## src/rtl/pipe_ctrl_pkg.sv

```systemverilog
// Shared types and sizing for the pipeline stall/flush controller.
// Imported by stall_controller and sat_counter.
package pipe_ctrl_pkg;

    typedef enum logic {
        RUN   = 1'b0,
        STALL = 1'b1
    } state_t;

    localparam int STALL_MAX = 3;
    localparam int REM_W     = 2;
    localparam int STAT_W    = 16;

    // Cycles still frozen after the first bubble of a load-use stall.
    function automatic logic [REM_W-1:0] rem_init(input int cycles);
        return REM_W'(cycles - 1);
    endfunction

endpackage

```

## src/rtl/sat_counter.sv

```systemverilog
// Saturating up-counter; holds at all-ones once reached.
// Used for stall statistics (instantiated only with STALL_STATS_EN).
module sat_counter
    import pipe_ctrl_pkg::*;
#(
    parameter int W = STAT_W
) (
    input  logic         clk,
    input  logic         rst_n,
    input  logic         i_inc,
    output logic [W-1:0] o_count
);

    logic [W-1:0] r_count;
    logic         w_full;

    assign w_full  = &r_count;
    assign o_count = r_count;

    always_ff @(posedge clk or negedge rst_n) begin
        if (!rst_n) begin
            r_count <= '0;
        end else if (i_inc && !w_full) begin
            r_count <= r_count + W'(1);
        end
    end

endmodule

```

## src/rtl/stall_controller.sv

```systemverilog
// Load-use stall / branch flush controller for the IF/ID and ID/EX stages.
// Define STALL_STATS_EN to build the saturating stall_count statistic.
module stall_controller
    import pipe_ctrl_pkg::*;
#(
    parameter int STALL_CYCLES = 1
) (
    input  logic              clk,
    input  logic              rst_n,
    input  logic              stall_req,
    input  logic              flush_req,
    output logic              pc_write,
    output logic              ifid_write,
    output logic              idex_bubble,
    output logic              ifid_flush,
    output logic              stalling,
    output logic [STAT_W-1:0] stall_count
);

    state_t           r_state;
    logic [REM_W-1:0] r_rem;

    state_t           w_next_state;
    logic [REM_W-1:0] w_next_rem;
    logic             w_pc_write;
    logic             w_ifid_write;
    logic             w_bubble;
    logic             w_flush;
    logic             w_stall_bub;

    always_ff @(posedge clk or negedge rst_n) begin
        if (!rst_n) begin
            r_state <= RUN;
            r_rem   <= '0;
        end else begin
            r_state <= w_next_state;
            r_rem   <= w_next_rem;
        end
    end

    always_comb begin
        w_next_state = r_state;
        w_next_rem   = r_rem;
        w_pc_write   = 1'b1;
        w_ifid_write = 1'b1;
        w_bubble     = 1'b0;
        w_flush      = 1'b0;
        w_stall_bub  = 1'b0;
        if (!rst_n) begin
            w_next_state = RUN;
            w_next_rem   = '0;
        end else if (flush_req) begin
            // Flush wins over any stall, including one already in progress.
            w_flush      = 1'b1;
            w_bubble     = 1'b1;
            w_next_state = RUN;
            w_next_rem   = '0;
        end else begin
            unique case (r_state)
                RUN: begin
                    if (stall_req) begin
                        w_pc_write   = 1'b0;
                        w_ifid_write = 1'b0;
                        w_bubble     = 1'b1;
                        w_stall_bub  = 1'b1;
                        if (STALL_CYCLES > 1) begin
                            w_next_state = STALL;
                            w_next_rem   = rem_init(STALL_CYCLES);
                        end
                    end
                end
                STALL: begin
                    w_pc_write   = 1'b0;
                    w_ifid_write = 1'b0;
                    w_bubble     = 1'b1;
                    w_stall_bub  = 1'b1;
                    w_next_rem   = r_rem - REM_W'(1);
                    if (r_rem <= REM_W'(1)) begin
                        w_next_state = RUN;
                        w_next_rem   = '0;
                    end
                end
                default: begin
                    w_next_state = RUN;
                    w_next_rem   = '0;
                end
            endcase
        end
    end

    assign pc_write    = w_pc_write;
    assign ifid_write  = w_ifid_write;
    assign idex_bubble = w_bubble;
    assign ifid_flush  = w_flush;
    assign stalling    = (r_state == STALL);

`ifdef STALL_STATS_EN
    sat_counter #(
        .W(STAT_W)
    ) u_stat (
        .clk    (clk),
        .rst_n  (rst_n),
        .i_inc  (w_stall_bub),
        .o_count(stall_count)
    );
`else
    logic w_unused_bub;
    assign w_unused_bub = w_stall_bub;
    assign stall_count  = '0;
`endif

endmodule
```

## config.mk

```make
export PLATFORM = sky130hd
export DESIGN_NAME = stall_controller
export DESIGN_NICKNAME = d
export VERILOG_FILES = /design/src/rtl/pipe_ctrl_pkg.sv /design/src/rtl/sat_counter.sv /design/src/rtl/stall_controller.sv
export SDC_FILE = /design/constraint.sdc
export NUM_CORES = 1
export LEC_CHECK = 0
export ABC_AREA = 1
export CAP_MARGIN = 20
export CORE_AREA = 4 4 41 43
export CTS_CLUSTER_DIAMETER = 80
export CTS_CLUSTER_SIZE = 28
export DETAILED_ROUTE_END_ITERATION = 8
export DIE_AREA = 0 0 45 47
export PLACE_DENSITY = 0.59
export SLEW_MARGIN = 0
export SYNTH_ARGS = -nofsm -noshare
export SYNTH_HDL_FRONTEND = slang
export SYNTH_SLANG_ARGS = --single-unit
```

## constraint.sdc

```tcl
create_clock -name clk -period 1.4 [get_ports clk]
set_input_delay 0.42 -clock clk [delete_from_list [all_inputs] [get_ports clk]]
set_output_delay 0.42 -clock clk [all_outputs]
set_load 0.02 [all_outputs]
```

### After elaboration in Yosys (flattened, before gate mapping)

Cells that the tools add are included.

| word-level totals | value |
|---|---|
| logic and storage cells | 24 |
| output and inout bits | 21 |
| register bits | 3 |

| operators by class | value |
|---|---|
| eq/ne operators | 1 |
| bitwise gates (word level) | 1 |
| order comparisons | 1 |
| multiplexer cells | 18 |
| $add $sub $neg | 1 |

Operators by type and width:

| cell | number |
|---|---|
| 1-bit two-way mux | 12 |
| 2-bit two-way mux | 4 |
| 1-bit case mux with 2 select lines | 2 |
| 3-bit by 1-bit inequality test with 1-bit output (second input constant) | 1 |
| 2-bit by 1-bit <= comparator with 1-bit output (second input constant) | 1 |
| 2-bit by 1-bit subtractor with 2-bit output (second input constant) | 1 |
| 1-bit NOT | 1 |

### Longest topological paths before layout

Gate-level depths: netlist (run 1).

| logic depth | value |
|---|---|
| depth after elaboration | 5 |
| depth in mapped cells | 4 |
| depth with buffers taken out | 4 |

### Worst setup path after synthesis (run 1)

OpenSTA, ideal clock, no wires.

| timing | value |
|---|---|
| path type | register to output |
| from | register r_state (netlist: stalling) |
| to | output pc_write |
| slack | -0.343 ns |
| stages on the path, launching flop included | 3 |
| required time | 0.980 ns |
| arrival | 1.323 ns |
| cells stage by stage | dfrtp_1 -> o21ai_0 -> buf_4 |

| between the ends | value |
|---|---|
| word-level cells in the longest chain between the ends | 4 |

RTL lines:

| item | RTL line | RTL |
|---|---|---|
| start: declaration | stall_controller.sv:20 | `state_t r_state;` |
| start signal: assignment | stall_controller.sv:36 | `r_state <= w_next_state;` |
| 1-bit NOT | - |  |
| 1-bit case mux with 2 select lines * | - |  |
| 1-bit two-way mux * (2 in a row) | - |  |
| end: declaration | stall_controller.sv:12 | `output logic pc_write,` |

Every way passes the cells marked *; elsewhere a longest branch is shown, timed or not.

### Final worst setup path (run 1)

| timing | value |
|---|---|
| from | register r_state (netlist: stalling) |
| to | output idex_bubble |

| between the ends | value |
|---|---|
| word-level cells in the longest chain between the ends | 4 |

RTL lines:

| item | RTL line | RTL |
|---|---|---|
| 1-bit NOT | - |  |
| 1-bit case mux with 2 select lines * | stall_controller.sv:59 | `unique case (r_state)` |
| 1-bit two-way mux * | stall_controller.sv:52 | `end else if (flush_req) begin` |
| 1-bit two-way mux * | stall_controller.sv:49 | `if (!rst_n) begin` |
| end: declaration | stall_controller.sv:14 | `output logic idex_bubble,` |

Marks and branches as above.

==> metrics.md, run 1 <==
| Metric | Value |
|---|---|
| FP Rows | `13` |
| Outcome | `completed` |
| Via/cell ratio | `~3.3` |
| Post-DRT Antenna Nets | `0` |
| # DRC | `0` |
| CTS Root Cell | `clkbuf_4` |
| Most frequent cells in the layout | `conb_1, buf_4, nand2_1` |
| Synthesized flop and latch total | `3` |
| Endpoint class of the critical path | `primary output` |
| IO Pins | `25` |
| 1st-iter DRT viols | `1` |
| Hold WC Path Type | `input port to async pin` |
| Clk buf depth | `2` |
| Routed WL per cell | `7.10 um` |
| P_leak | `0.000216 uW` |
| WP data required | `0.98 ns` |
| IO Port Bufs | `8` |
| Final-report hold violation count | `0` |
| Grt total ovfl | `0` |
| Critical Path Fanout Max | `3` |
| Nets | `59` |
| Synthesized area per cell | `around 7.4 um^2` |
| Layout cells sized above 1 | `37.0%` |
| Core area | `0.00130 mm^2` |
| Mapped cell area | `283 um^2` |
| Max-cap violations | `0` |
| Routed WL | `490 um` |
| Total CTS buffers | `3` |
| Clock-pin transition on the worst setup and hold timing paths | `0.04 ns` |
| Gr usage total | `5.23%` |
| Yosys cell types | `11` |
| Slowest library cell on the worst path | `dfrtp_1` |
| Die Ht | `47 um` |
| Finished Core Util | `~28%` |
| Final period util | `99.4%` |
| Crit path largest cell delay | `around 0.41 ns` |
| ANT cells | `0` |
| Final Skew | `around 0.00032 ns` |
| Final Max Tran Viols | `0` |
| Initial antenna violation count | `0` |
| Setup slack, reg-to-reg | `~0.52 ns` |
| Critical Setup Path Class | `flip-flop to primary output` |
| Final setup fails | `0` |
| Min Tclk post-route | `1.39 ns` |
| Fmax | `approximately 0.72 GHz` |
| Vias in the first global route | `198` |
| Register area share after synthesis | `a little over a quarter` |
| Worst setup SP type | `flip-flop` |
| Area growth syn-to-layout | `30.1%` |
| H-tree Lvls | `1` |
| Routability cong. | `0.603` |
| Worst Path Buf+Inv | `1` |
| Die X | `45 um` |
| Yosys warns | `0` |
| PD cells | `just under 900 mW/mm^2` |
| Die area | `roughly 0.0021 mm^2` |
| Worst vdd ir | `0.267 mV` |
| Most common cell after layout, fill and taps aside | `conb_1` |
| Clock latency on the worst-skew pair | `around 0.23 ns` |
| TritonRoute pass-1 iters | `2` |
| Largest net degree at the start of global routing | `6` |
| Crit path DAT | `roughly 0.97 ns` |
| Crit-path leading delay family | `flip-flops` |
| CP cell instances | `o21ai_1, nand2_1, buf_6` |
| Initial Utilization | `21.7%` |
| Worst setup margin | `0.00867 ns` |
| First-pass GRT wire length | `~740 um` |
| Power, Total | `323 uW` |
| Via count | `226` |
| Cells after synthesis | `38` |
| Clock Sink Count | `3` |
| CTS tree | `built` |
| RSZ-0062 raised after global routing | `yes` |
| DP Worst Slack | `-0.771 ns` |
## layer usage
| layer | part of all wire (%) | track usage (%) | wire (um) | up-vias |
|---|---|---|---|---|
| li1 | - | - | - | 113 |
| met3 | 17 | 2.30 | 81 | 0 |
| met2 | 52 | 7.91 | 255 | 13 |
| met4 | 0 | 7.02 | 0 | 0 |
| met1 | 31 | 4.58 | 153 | 100 |
| met5 | 0 | 0 | 0 | - |
## cells in the mapped netlist
cell type	n	share of area (%)
buf_4	17	45
nand2_1	6	8.0
inv_1	2	2.7
conb_1	1	1.3
a21oi_1	1	1.8
nor2_1	3	4.0
nor2_4	1	4.0
inv_2	1	1.3
dfrtp_1	3	27
nor3_1	1	1.8
o21ai_0	2	3.5
## power breakdown
group | switching [uW] | internal (uW) | total (uW) | leakage (uW)
Sequential | 0 | 87.2 | 87.2 | 0.0000419
Clock | 41.4 | 107 | 148 | 0.0000150
Combinational | 62.8 | 24.7 | 87.5 | 0.000159
Total | 104 | 218 | 323 | 0.000216
## flip-flops by register name, summed over array words and instances (netlist names)
signal	flops
r_rem	2
stalling	1
## path summary, 6_finish.rpt
check / cells after the start / endpoint / from
worst max-delay path: 3 / idex_bubble / stalling$_DFF_PN0_
worst min-delay path: 2 / r_rem[0]$_DFFE_PN0P_ / rst_n
worst max register to register: 3 / r_rem[0]$_DFFE_PN0P_ / stalling$_DFF_PN0_
worst min register to register: 2 / stalling$_DFF_PN0_ / r_rem[1]$_DFFE_PN0P_
max in group asynchronous: 2 / r_rem[1]$_DFFE_PN0P_ / rst_n
min in group clk: 2 / stalling$_DFF_PN0_ / flush_req
## area by class of cell
cell class / instances / area [um^2]
clock buffers: 4 / 26.3
fillers: 160 / 933
inverters: 3 / 11.3
multi-input cells: 30 / 136
flip-flops and latches: 3 / 75.1
well taps: 15 / 18.8
repair buffers: 14 / 100
## kinds of logic (layout without fill, tap and decap cells)
kind of cell	count (synthesis)	count (layout)	synth area share (%)
other cells	1	16	1.33
simple gates	11	11	17.7
buf+inv	20	21	49.1
compound gates	3	3	5.31
flops	3	3	26.5
## timing repair
| action | CTS | global route |
|---|---|---|
| resized for setup | 34 | 3 |
| hold buffers | 0 | 0 |
| setup buffers | 1 | 1 |
| pin swaps | 2 | 2 |
| setup endpoints to repair | 5 | 4 |
## through the flow
step                      cells  hold slack (ns)  setup TNS [ns]  instance area [um^2]
after detailed placement     63            0.523           -3.38                   352
after global placement       63            0.521           -3.27                   352
after floorplan              53            0.124               0                   350
final                        69            0.123               0                   368
after global routing         69            0.132         -0.0675                   368
after CTS                    68            0.116         -0.0108                   368
(Power assumes the default switching activity.)
==> run 2: changes to the inputs <==
Settings changed: CORE_AREA 4 4 41 43 to 2 2 39 41, DIE_AREA 0 0 45 47 to 0 0 41 43.
==> run 2 against run 1 <==
  * Global-route usage rose by 0.41 points
  * Setup slack hardly changed
  * Highest routed layer unchanged
  * Largest power group unchanged
  * Critical endpoint unchanged
  * Final cell count grew 1.4%
  * Clock skew grew 0.00063 ns
  * Power rose by 0.24%
==> metrics.md, run 2 (synthesized netlist as in run 1, its figures left out) <==
| Metric | Value |
|---|---|
| Gr usage total | `5.63% (+0.41 points)` |
| Most frequent cells in the layout | `conb_1, nand2_1, buf_4` |
| Most flops, register | `r_rem` |
| Final Max Tran Viols | `0 (unchanged)` |
| Via count | `221 (-2.2%)` |
| Core area | `0.00138 mm^2 (+6.3%)` |
| Total CTS buffers | `3 (unchanged)` |
| Crit path DAT | `0.97 ns (about the same)` |
| CTS Root Cell | `clkbuf_4` |
| # DRC | `0 (unchanged)` |
| Most common cell after layout, fill and taps aside | `conb_1` |
| ANT cells | `0 (unchanged)` |
| Fmax | `0.719 GHz (about the same)` |
| Reg area | `76.3 um^2 (+1.7%)` |
| Area growth syn-to-layout | `33.6%` |
| Critical Path Fanout Max | `4 (+1)` |
| Worst setup margin | `0.00909 ns (+0.000425 ns)` |
| FP Rows | `14 (+1)` |
| Routability cong. | `0.626 (+3.8%)` |
| Clock latency on the worst-skew pair | `0.23 ns (about the same)` |
| Hold WC Path Type | `input port to async pin` |
| PD cells | `856 mW/mm^2 (-2.4%)` |
| Max-cap violations | `0 (unchanged)` |
| Cells on worst reg2reg path | `3 (unchanged)` |
| Largest net degree at the start of global routing | `5 (-1)` |
| Final setup fails | `0 (unchanged)` |
| Die area | `0.00176 mm^2 (-17%)` |
| P_leak | `0.000216 uW (about the same)` |
| Routed WL per cell | `5.77 um (-19%)` |
| Min Tclk post-route | `1.39 ns (-0.000425 ns)` |
| WP data required | `0.98 ns (about the same)` |
| Initial Utilization | `20.4% (-1.3 points)` |
| Vias in the first global route | `183 (-7.6%)` |
| Nets | `59 (unchanged)` |
| Met3 routed WL | `44 um (-46%)` |
| Clk buf depth | `2 (unchanged)` |
| Fin cells | `70 (+1.4%)` |
| Routed WL | `404 um (-18%)` |
| Worst vdd ir | `0.264 mV (-1.2%)` |
| Met2 WL | `231 um (-9.4%)` |
| Via/cell ratio | `3.16 (-3.6%)` |
| Met1 WL | `127 um (-17%)` |
| Final-report hold violation count | `0 (unchanged)` |
| Die Ht | `43 um (-8.5%)` |
| Die X | `41 um (-8.9%)` |
| Layout cells sized above 1 | `40.7% (+3.7 points)` |
| Worst hold margin | `0.126 ns (+0.00326 ns)` |
| Initial antenna violation count | `0 (unchanged)` |
| Fill count | `167 (+4.4%)` |
| Dpl cells | `64 (+1.6%)` |
| Clock Sink Count | `3 (unchanged)` |
| Clock-pin transition on the worst setup and hold timing paths | `0.04 ns (about the same)` |
| Final Skew | `0.000952 ns (+0.000628 ns)` |
| H-tree Lvls | `1 (unchanged)` |
| Final period util | `99.4% (about the same)` |
| Max layer used | `met3` |
| Grt total ovfl | `0 (unchanged)` |
| RSZ-0062 raised after global routing | `yes` |
| Area occupied by multi-input gates | `140 um^2 (+2.8%)` |
| TritonRoute pass-1 iters | `1 (-1)` |
| Critical Setup Path Class | `flip-flop to primary output` |
| CTS tree | `built` |
| Endpoint class of the critical path | `primary output` |
| Post-DRT Antenna Nets | `0 (unchanged)` |
| 1st-iter DRT viols | `0 (-1)` |
| Setup slack, reg-to-reg | `0.51 ns (about the same)` |
| First-pass GRT wire length | `607 um (-18%)` |
| Worst setup SP type | `flip-flop` |
| IO Port Bufs | `8 (unchanged)` |
| Outcome | `completed` |
| IO Pins | `25 (unchanged)` |
| DP Worst Slack | `-0.748 ns (+0.0227 ns)` |
| Number of flip-flops in the largest register | `2 (unchanged)` |
run 2: cell count changes in the layout (fill, tap and decap cells not counted), sizes merged:
cell    previous run  this run
buf               13        12
clkbuf             5         6
run 2: final cells by class:
class	instances	area share (%)
Timing Repair Buffer	14	27.5
Multi-Input combinational cell	30	37.1
Inverter	3	2.98
Clock buffer	4	6.95
Tap cell	16	5.30
Sequential cell	3	20.2
run 2: stage by stage:
step / utilization (%) / power (uW) / instance area [um^2] / TNS [ns]
after floorplan: - / 179 / 350 / 0
after global placement: 25.5 / 175 / 353 / -3.23
after detailed placement: 25.5 / 175 / 353 / -3.15
after CTS: 27.6 / 332 / 382 / -0.0322
after global routing: 27.3 / 347 / 378 / -0.0363
final: 27.3 / 323 / 378 / 0
run 2: per-layer routing:
metal | global-route usage (%) | vias to the layer above
li1 | - | 114
met1 | 4.85 | 96
met2 | 8.13 | 11
met3 | 1.57 | 0
met4 | 8.00 | 0
met5 | 0 | -
run 2: where the power goes:
| group | internal, uW | switching (uW) | total (uW) |
|---|---|---|---|
| Clock | 107 | 41.3 | 148 |
| Sequential | 87.2 | 0 | 87.2 |
| Combinational | 25.8 | 62.6 | 88.4 |
run 2: timing repair:
action,CTS,global route
setup endpoints to repair,5,5
resized for setup,34,5
hold endpoints to repair,0,0
setup buffers,1,1
pin swaps,3,1
hold buffers,0,0
run 2: final timing paths:
check | endpoint | startpoint
worst max-delay path | idex_bubble | stalling$_DFF_PN0_
worst min-delay path | r_rem[0]$_DFFE_PN0P_ | rst_n
worst max register to register | r_rem[0]$_DFFE_PN0P_ | stalling$_DFF_PN0_
worst min register to register | r_rem[1]$_DFFE_PN0P_ | r_rem[1]$_DFFE_PN0P_
max in group asynchronous | stalling$_DFF_PN0_ | rst_n
min in group clk | stalling$_DFF_PN0_ | flush_req
run 2: critical path: stages, from the launching register on:
cell and delay (ns):
dfrtp_2 0.43, o21ai_2 0.11, nand2_1 0.07, buf_6 0.13
